$ cat config.mk
export PLATFORM = sky130hd
export DESIGN_NAME = entrada_condicionador_flat
export DESIGN_NICKNAME = d
export VERILOG_FILES = /design/src/rtl/entrada_condicionador_if.sv /design/src/rtl/entrada_condicionador.sv /design/src/flat_wrapper.sv
export SDC_FILE = /design/constraint.sdc
export NUM_CORES = 1
export LEC_CHECK = 0
export ABC_AREA = 1
export BUFFER_PORTS_ARGS = -buffer_cell sky130_fd_sc_hd__buf_4
export CORE_MARGIN = 3
export CORE_UTILIZATION = 40
export DETAILED_ROUTE_END_ITERATION = 8
export GPL_TIMING_DRIVEN = 0
export REMOVE_ABC_BUFFERS = 1
export SYNTH_ARGS = -nofsm -noshare
export SYNTH_HDL_FRONTEND = slang
export SYNTH_SLANG_ARGS = --single-unit
$ cat constraint.sdc
create_clock -name clk -period 5.1 [get_ports clk]
set_input_delay 0 -clock clk [delete_from_list [all_inputs] [get_ports clk]]
set_output_delay 0 -clock clk [all_outputs]
set_load 0.05 [all_outputs]
$ cat src/rtl/entrada_condicionador_if.sv
// Pin-side bundle of entrada_condicionador.
// Raw buttons/sensors in; debounced levels, strobes and test mode out.
interface entrada_condicionador_if;
  logic [3:0] btn_raw;
  logic       btn_test_raw;
  logic [2:0] sns_raw;
  logic [3:0] btn_pulse;
  logic [3:0] btn_level;
  logic [2:0] sns_level;
  logic [2:0] sns_change;
  logic       test;

  modport master (
    output btn_raw, btn_test_raw, sns_raw,
    input  btn_pulse, btn_level, sns_level,
    input  sns_change, test
  );

  modport slave (
    input  btn_raw, btn_test_raw, sns_raw,
    output btn_pulse, btn_level, sns_level,
    output sns_change, test
  );
endinterface

$ cat src/rtl/entrada_condicionador.sv
// Input conditioner: 2-flop sync + debounce for 4 buttons, test button
// and 3 sensors; press pulses, sensor change strobes, long-press test mode.
// Ports: clk, rst (async, active-low), io (entrada_condicionador_if.slave):
//   btn_raw[3:0], btn_test_raw (active-low), sns_raw[2:0] (active-high) in;
//   btn_pulse, btn_level, sns_level, sns_change, test out.
// Optional macro AUTO_REPEAT_EN: auto-repeat pulses on back/next.
module entrada_condicionador #(
  parameter int CLK_HZ        = 50_000_000,
  parameter int DEBOUNCE_MS   = 20,
  parameter int LONG_PRESS_MS = 5000,
  parameter int REPEAT_MS     = 250
) (
  input logic                    clk,
  input logic                    rst,
  entrada_condicionador_if.slave io
);
  localparam int DB_CYC = CLK_HZ / 1000 * DEBOUNCE_MS;
  localparam int LP_CYC = CLK_HZ / 1000 * LONG_PRESS_MS;
  localparam int RP_CYC = CLK_HZ / 1000 * REPEAT_MS;
  localparam int DBW    = $clog2(DB_CYC + 1);
  localparam int LPW    = $clog2(LP_CYC + 1);
  localparam logic [DBW-1:0] DB_TOP = DBW'(DB_CYC - 1);
  localparam logic [LPW-1:0] LP_TOP = LPW'(LP_CYC - 1);
  // Channel map: [3:0] buttons, [4] test button, [7:5] sensors.
  // Idle value: buttons released (high), sensors low.
  localparam logic [7:0] IDLE_V = 8'b000_1_1111;

  if (DB_CYC < 2 || LP_CYC < 1 || RP_CYC < 1) begin : g_cfg_err
    $error("entrada_condicionador: cycle counts out of range");
  end

  typedef enum logic [1:0] {
    LP_IDLE,
    LP_COUNT,
    LP_HELD
  } lp_e;

  logic [7:0]     raw;
  logic [7:0]     s1_q, s2_q;
  logic [7:0]     stb_q, stb_d;
  logic [DBW-1:0] db_q [8];
  logic [DBW-1:0] db_d [8];
  logic [3:0]     press;
  logic [1:0]     rep;
  logic [3:0]     pulse_q, pulse_d;
  logic [2:0]     chg_q, chg_d;
  lp_e            lp_q, lp_d;
  logic [LPW-1:0] lp_cnt_q, lp_cnt_d;
  logic           test_q, test_d;
  logic           tst_on;

  assign raw = {io.sns_raw, io.btn_test_raw, io.btn_raw};

  // Stable value moves only after DB_CYC consecutive differing cycles.
  always_comb begin
    stb_d = stb_q;
    for (int i = 0; i < 8; i++) begin
      db_d[i] = '0;
      if (s2_q[i] != stb_q[i]) begin
        if (db_q[i] >= DB_TOP) stb_d[i] = s2_q[i];
        else db_d[i] = db_q[i] + DBW'(1);
      end
    end
  end

  // Buttons are active-low on the pins: press = stable 1 -> 0.
  assign press = stb_q[3:0] & ~stb_d[3:0];
  assign chg_d = stb_q[7:5] ^ stb_d[7:5];

`ifdef AUTO_REPEAT_EN
  localparam int RPW = $clog2(RP_CYC + 1);
  localparam logic [RPW-1:0] RP_TOP = RPW'(RP_CYC - 1);

  logic [RPW-1:0] rp_q [2];
  logic [RPW-1:0] rp_d [2];

  // Counts only while held across the edge; release clears it.
  always_comb begin
    rep = '0;
    for (int i = 0; i < 2; i++) begin
      rp_d[i] = '0;
      if (!stb_q[i] && !stb_d[i]) begin
        if (rp_q[i] >= RP_TOP) rep[i] = 1'b1;
        else rp_d[i] = rp_q[i] + RPW'(1);
      end
    end
  end

  always_ff @(posedge clk or negedge rst) begin
    if (!rst) begin
      rp_q[0] <= '0;
      rp_q[1] <= '0;
    end else begin
      rp_q[0] <= rp_d[0];
      rp_q[1] <= rp_d[1];
    end
  end
`else
  assign rep = 2'b00;
`endif

  assign pulse_d = press | {2'b00, rep};

  always_ff @(posedge clk or negedge rst) begin
    if (!rst) begin
      s1_q    <= IDLE_V;
      s2_q    <= IDLE_V;
      stb_q   <= IDLE_V;
      pulse_q <= '0;
      chg_q   <= '0;
      for (int i = 0; i < 8; i++) db_q[i] <= '0;
    end else begin
      s1_q    <= raw;
      s2_q    <= s1_q;
      stb_q   <= stb_d;
      pulse_q <= pulse_d;
      chg_q   <= chg_d;
      for (int i = 0; i < 8; i++) db_q[i] <= db_d[i];
    end
  end

  assign tst_on = ~stb_q[4];

  always_comb begin
    lp_d     = lp_q;
    lp_cnt_d = lp_cnt_q;
    test_d   = test_q;
    unique case (lp_q)
      LP_IDLE: begin
        if (tst_on) begin
          lp_d     = LP_COUNT;
          lp_cnt_d = '0;
        end
      end
      LP_COUNT: begin
        if (!tst_on) begin
          lp_d = LP_IDLE;
        end else if (lp_cnt_q >= LP_TOP) begin
          test_d = ~test_q;
          lp_d   = LP_HELD;
        end else begin
          lp_cnt_d = lp_cnt_q + LPW'(1);
        end
      end
      LP_HELD: begin
        if (!tst_on) lp_d = LP_IDLE;
      end
      default: lp_d = LP_IDLE;
    endcase
  end

  always_ff @(posedge clk or negedge rst) begin
    if (!rst) begin
      lp_q     <= LP_IDLE;
      lp_cnt_q <= '0;
      test_q   <= 1'b0;
    end else begin
      lp_q     <= lp_d;
      lp_cnt_q <= lp_cnt_d;
      test_q   <= test_d;
    end
  end

  assign io.btn_pulse  = pulse_q;
  assign io.btn_level  = ~stb_q[3:0];
  assign io.sns_level  = stb_q[7:5];
  assign io.sns_change = chg_q;
  assign io.test       = test_q;
endmodule

$ cat src/flat_wrapper.sv
// flat-port wrapper written by rule: the top's interface ports become plain ports
module entrada_condicionador_flat 
#(
  parameter int CLK_HZ        = 50_000_000,
  parameter int DEBOUNCE_MS   = 20,
  parameter int LONG_PRESS_MS = 5000,
  parameter int REPEAT_MS     = 250
)
  (clk, rst, io_btn_raw, io_btn_test_raw, io_sns_raw, io_btn_pulse, io_btn_level, io_sns_level, io_sns_change, io_test);
  entrada_condicionador_if io_i ();
  input logic clk;
  input logic rst;
  input wire logic [$bits(io_i.btn_raw)-1:0] io_btn_raw;
  input wire logic [$bits(io_i.btn_test_raw)-1:0] io_btn_test_raw;
  input wire logic [$bits(io_i.sns_raw)-1:0] io_sns_raw;
  output wire logic [$bits(io_i.btn_pulse)-1:0] io_btn_pulse;
  output wire logic [$bits(io_i.btn_level)-1:0] io_btn_level;
  output wire logic [$bits(io_i.sns_level)-1:0] io_sns_level;
  output wire logic [$bits(io_i.sns_change)-1:0] io_sns_change;
  output wire logic [$bits(io_i.test)-1:0] io_test;
  assign io_i.btn_raw = io_btn_raw;
  assign io_i.btn_test_raw = io_btn_test_raw;
  assign io_i.sns_raw = io_sns_raw;
  assign io_btn_pulse = io_i.btn_pulse;
  assign io_btn_level = io_i.btn_level;
  assign io_sns_level = io_i.sns_level;
  assign io_sns_change = io_i.sns_change;
  assign io_test = io_i.test;
  entrada_condicionador #(.CLK_HZ(CLK_HZ), .DEBOUNCE_MS(DEBOUNCE_MS), .LONG_PRESS_MS(LONG_PRESS_MS), .REPEAT_MS(REPEAT_MS)) u_core (.clk(clk), .rst(rst), .io(io_i));
endmodule
== After elaboration in Yosys (flattened, before gate mapping) ==
Index checks and enable logic that the tools add are counted.

* Bits in registers: 222
* Logic and storage cells: 101
* Bits of input ports: 10
* Output and inout port bits: 15

* Bitwise gates (word level): 6
* Reduce and logical (&&, ||, !) cells: 6
* Add/subtract/negate cells: 9
* Order comparisons: 9
* Muxes and demuxes: 39
* Eq/ne operators: 15

{| class="wikitable"
|+ Operators by type and width
! operator !! number
|-
| 20-bit two-way mux || 16
|-
| 20-bit by 1-bit adder with 20-bit output, second input constant || 8
|-
| 20-bit >= comparator, second input constant || 8
|-
| 28-bit two-way mux || 3
|-
| 28-bit one-hot mux with 2 select lines || 1
|-
| 28-bit by 1-bit adder with 28-bit output, second input constant || 1
|-
| 28-bit >= comparator, second input constant || 1
|-
| 1-bit two-way mux || 14
|-
| 2-bit two-way mux || 4
|-
| 1-bit != test || 8
|-
| 4-bit NOT || 2
|-
| 2-bit != test, second input constant || 3
|-
| 2-bit one-hot mux with 3 select lines || 1
|-
| 3-bit AND reduction || 2
|-
| 4-bit AND || 1
|-
| 4-bit AND reduction || 1
|-
| 3-bit by 1-bit != test with 1-bit output, second input constant || 1
|-
| 3-bit bitwise XOR || 1
|-
| 2-bit by 1-bit == test with 1-bit output, second input constant || 1
|-
| 2-bit == test, second input constant || 1
|-
| 2-bit zero test || 1
|-
| 2-bit by 1-bit != test with 1-bit output, second input constant || 1
|-
| 1-bit NOT || 2
|-
| 2-bit AND reduction || 1
|-
| 2-bit nonzero test || 1
|}

== Longest topological paths before layout ==
* Depth after elaboration: 5
* Depth in mapped cells: 14
* Mapped depth without buffers: 11

== Worst setup path after synthesis ==
OpenSTA, ideal clock, no wires.

* Kind: register to register
* Start: register u_core.lp_cnt_q[0]
* End: register u_core.lp_cnt_q[9]
* Period minus slack after synthesis: 1,797 ps
* Required time: 4,983 ps
* Arrival time: 1,680 ps
* Library setup time: 117 ps
* Cell stages (with the launch flop): 15
* Setup slack: 3,303 ps
* Buffers on the path: 3
* Cell sequence: dfrtp_1 -> ha_1 -> buf_2 -> nand3_2 -> inv_2 -> nand3_1 -> nand2_1 -> nand2_1 -> nand2_2 -> nand2_4 -> nand2_4 -> buf_6 -> buf_8 -> nand2_1 -> nand2_1

* Longest elaborated chain between the ends: 4
* Elaborated cells between the ends (all ways): 7
* Those cells by class: 1 x add/sub; 1 x order compare; 1 x eq/ne; 3 x mux; 1 x reduce/logical

{| class="wikitable"
|+ RTL lines
! item !! RTL line !! text
|-
| start: declaration || entrada_condicionador.sv:48 || <nowiki>logic [LPW-1:0] lp_cnt_q, lp_cnt_d;</nowiki>
|-
| start signal: assignment || entrada_condicionador.sv:159 || <nowiki>lp_cnt_q <= lp_cnt_d;</nowiki>
|-
| 28-bit by 1-bit adder with 28-bit output || entrada_condicionador.sv:142 || <nowiki>lp_cnt_d = lp_cnt_q + LPW'(1);</nowiki>
|-
| 28-bit two-way mux || entrada_condicionador.sv:138 || <nowiki>end else if (lp_cnt_q >= LP_TOP) begin</nowiki>
|-
| 28-bit two-way mux || entrada_condicionador.sv:136 || <nowiki>if (!tst_on) begin</nowiki>
|-
| 28-bit one-hot mux with 2 select lines || entrada_condicionador.sv:128 || <nowiki>unique case (lp_q)</nowiki>
|}

Parallel ways exist; a longest one is shown, timed or not. The select of a mux whose other input is x is not followed.
A chain may end at the register's enable or synchronous reset.

== Worst setup path in the final report ==
* Start: register u_core.lp_cnt_q[0]
* End: register u_core.lp_cnt_q[17]

The elaborated chain is that of the path after synthesis.

==> results.cfg <==
[setup_path]
crit_path_start_kind = flip-flop
startpoint = u_core.lp_cnt_q[0]$_DFFE_PN0P_
worstSetupPathType = flip-flop to flip-flop
critical-path-top-delay-family = simple AND/OR/NAND/NOR gates
worst-path-buf-inv = 1
r2r_end = u_core.lp_cnt_q[17]$_DFFE_PN0P_
cp_slowest_cell = dfrtp_1
path_cells = ha_1 -> nand3_2 -> inv_2 -> nand3_1 -> nand2_1 -> nand2_1 -> nand2_2 -> nand2_4 -> nand2_4 -> nand2_1 -> nand2_1
crit_fanout = 29
required_ns = 5.57
rr_worst_depth = 11
critPathMostFrequentCell = nand2_1
reg2reg_from = u_core.lp_cnt_q[0]$_DFFE_PN0P_
max_stage_delay_ns = 0.47
worstPathArrival_ns = 2.77
rrSetupSlack_ns = 2.80
cp-end-kind = flip-flop

[pwr]
net-switching-power_w = 0.000842
swShare_pct = 21.9
combPwrFrac_pct = 2.7
peakVddDrop_mv = 0.208
leakage_nw = 5.89
pwr-share-seq_pct = 46.8
powerDensity_mw_per_mm2 = 282
power.share.clock_pct = 50.5
intPower_w = 0.00301

[sta]
rsz0062_at_grt = no
worst_slack_ns = 2.80
setup_viol = 0
tightest_slew_ns = 0.904
hold_viol = 0
fmaxAchievable_mhz = 434
max-slew-margin-rel_pct = 39.6
layout_min_cycle_time_ns = 2.30
slew_viol_final = 0
finalCritPeriodShare_pct = 45.2
worst_clock_skew_ns = 0.00839
tns_ns = 0

[placement]
placedCellCount = 1996
io_buffer_count = 24
gp_congestion = 0.899
dp_slack_ns = 2.80
hpwl_mm = 16.7

[finish]
n_fill_cell = 2918
stdcell_count = 2054
area.growth.synth_to_final_pct = 13.1
fin_nets = 1669
drive_gt1_share_pct = 6.11
antenna_cells = 0
postLayoutCoreUtil_pct = 46.8

[synth]
syn_inst = 1613
synth-seq-cells = 222
netlist_top_cells_area = dfrtp_1 43%, nor2_1 12%, nand2_1 11%
async_flop_share_pct = 100
syn-cell-area_mm2 = 0.0121
yosysTopAreaCell = dfrtp_1
synth_most_common_cell = nor2_1
synth_common_cells = 371 x nor2_1, 358 x nand2_1, 207 x dfrtp_1
yosysTopAreaCellShare_pct = 43.0
yosysSeqAreaShare_pct = 46.2
yosysWarnings = 0
synth_flop_cell = dfrtp_1
synth_edf_count = 0
avgSynthCellArea_um2 = 7.47
synth_cell_type_count = 37

[clock_tree]
cts_sinks = 222
path_clk_slew_ns = 0.06
cts_tree = built
cts_buffers = 27
htreeDepth = 1
clock_latency_ns = 0.53
cts_buffer_depth = 3
cts-root-buf = clkbuf_16
cts_resized = 0

[floorplan]
initial_utilization_pct = 41.3
core_area_mm2 = 0.0292
design.die.area_mm2 = 0.0323
fp.dieW_um = 180
die_h_um = 180
io_pins = 25
rows = 62

[min_path]
hp-class = primary input to asynchronous set/reset pin

[grt]
grt_pass1_wl_mm = 43.0
grt_overflow = 0
grt_usage_pct = 15.0
grt_pass1_vias = 9527
antenna_found_initial = 0
grt_max_degree = 117

[drt]
route.antenna.remaining_nets = 0
drc_errors = 0
drtIter0Drc = 605
vias_per_cell = 4.83
num_vias = 9929
drt-wirelength-per-cell_um = 11.8
dr.pass1.iters = 5
drt_wl_total_mm = 24.3

[run_status]
outcome = complete, no violations

[run]
drv_cap = 0
==> area by class of cell <==
cell class	instances	area, um^2	area share, %
inverter	179	672	4.93
clock inverter	11	126	0.927
multi-input combinational	1185	5670	41.6
timing repair buffer	35	317	2.32
sequential	222	5570	40.9
tap	384	480	3.52
clock buffer	38	797	5.84
==> sequential cells by signal (all words and copies together) (netlist names) <==
name,flops
u_core.db_q,160
u_core.s2_q,8
u_core.stb_q,8
u_core.lp_q,2
u_core.s1_q,8
u_core.lp_cnt_q,28
u_core.io.test,1
u_core.io.sns_change,3
u_core.io.btn_pulse,4
==> metrics by stage <==
| stage | hold WS (ns) | area (um^2) | power [W] |
|---|---|---|---|
| floorplan | -0.296 | 11900 | 0.00187 |
| global placement | 0.108 | 12600 | 0.00193 |
| detailed placement | 0.109 | 12600 | 0.00194 |
| CTS | 0.0840 | 13600 | 0.00392 |
| global route | 0.0986 | 13600 | 0.00401 |
| finish | 0.0893 | 13600 | 0.00385 |
==> how the worst max path moves through the flow <==
stage	end	slack, ns	cells past startpoint
floorplan	u_core.lp_cnt_q[17]$_DFFE_PN0P_	3.13	4
global placement	u_core.db_q[77]$_DFF_PN0_	2.28	1
CTS	u_core.lp_cnt_q[17]$_DFFE_PN0P_	2.79	11
finish	u_core.lp_cnt_q[17]$_DFFE_PN0P_	2.80	11
global route	u_core.db_q[47]$_DFF_PN0_	2.54	6
detailed placement	u_core.lp_cnt_q[17]$_DFFE_PN0P_	2.80	11
==> kinds of logic (layout without fill, tap and decap cells) <==
kind of cell | count (synthesis) | after routing | share of synthesized area, %
flip-flops | 222 | 222 | 46.2
buffers and inverters | 206 | 263 | 6.75
adder cells (fa/ha/maj) | 9 | 9 | 0.934
AND/OR/NAND/NOR | 1010 | 1010 | 35.6
AO/OA/AOI/OAI | 58 | 58 | 2.63
XOR/XNOR | 108 | 108 | 7.85
==> power by group through the flow <==
stage               sequential, W  combinational [W]  clock, W
floorplan                 0.00183          0.0000436         0
global placement          0.00183          0.0000967         0
detailed placement        0.00183           0.000102         0
CTS                       0.00180           0.000108   0.00201
global route              0.00180           0.000121   0.00208
finish                    0.00180           0.000102   0.00194
==> repair_timing <==
item | in CTS | in global routing
endpoints found under the hold margin | 109 | 0
setup buffers | 0 | 0
hold buffers | 9 | 0
==> layer usage <==
layer  track usage [%]  share of wire, %  vias up
li1                  -                 -     5171
met1              20.9                50     4574
met2              24.6                44      137
met3              2.10               3.1       47
met4              4.42               2.7        0
met5                 0                 0        -
==> cell usage in the layout (no fill, tap or decap), drive strengths merged, types with 26 or more instances in the layout <==
master  count
nand2     362
nor3       75
inv       181
nand4      42
o21ai      33
buf        26
xor2       73
clkbuf     38
nor2      371
xnor2      35
nand3     141
dfrtp     207
(Power assumes the default switching activity.)
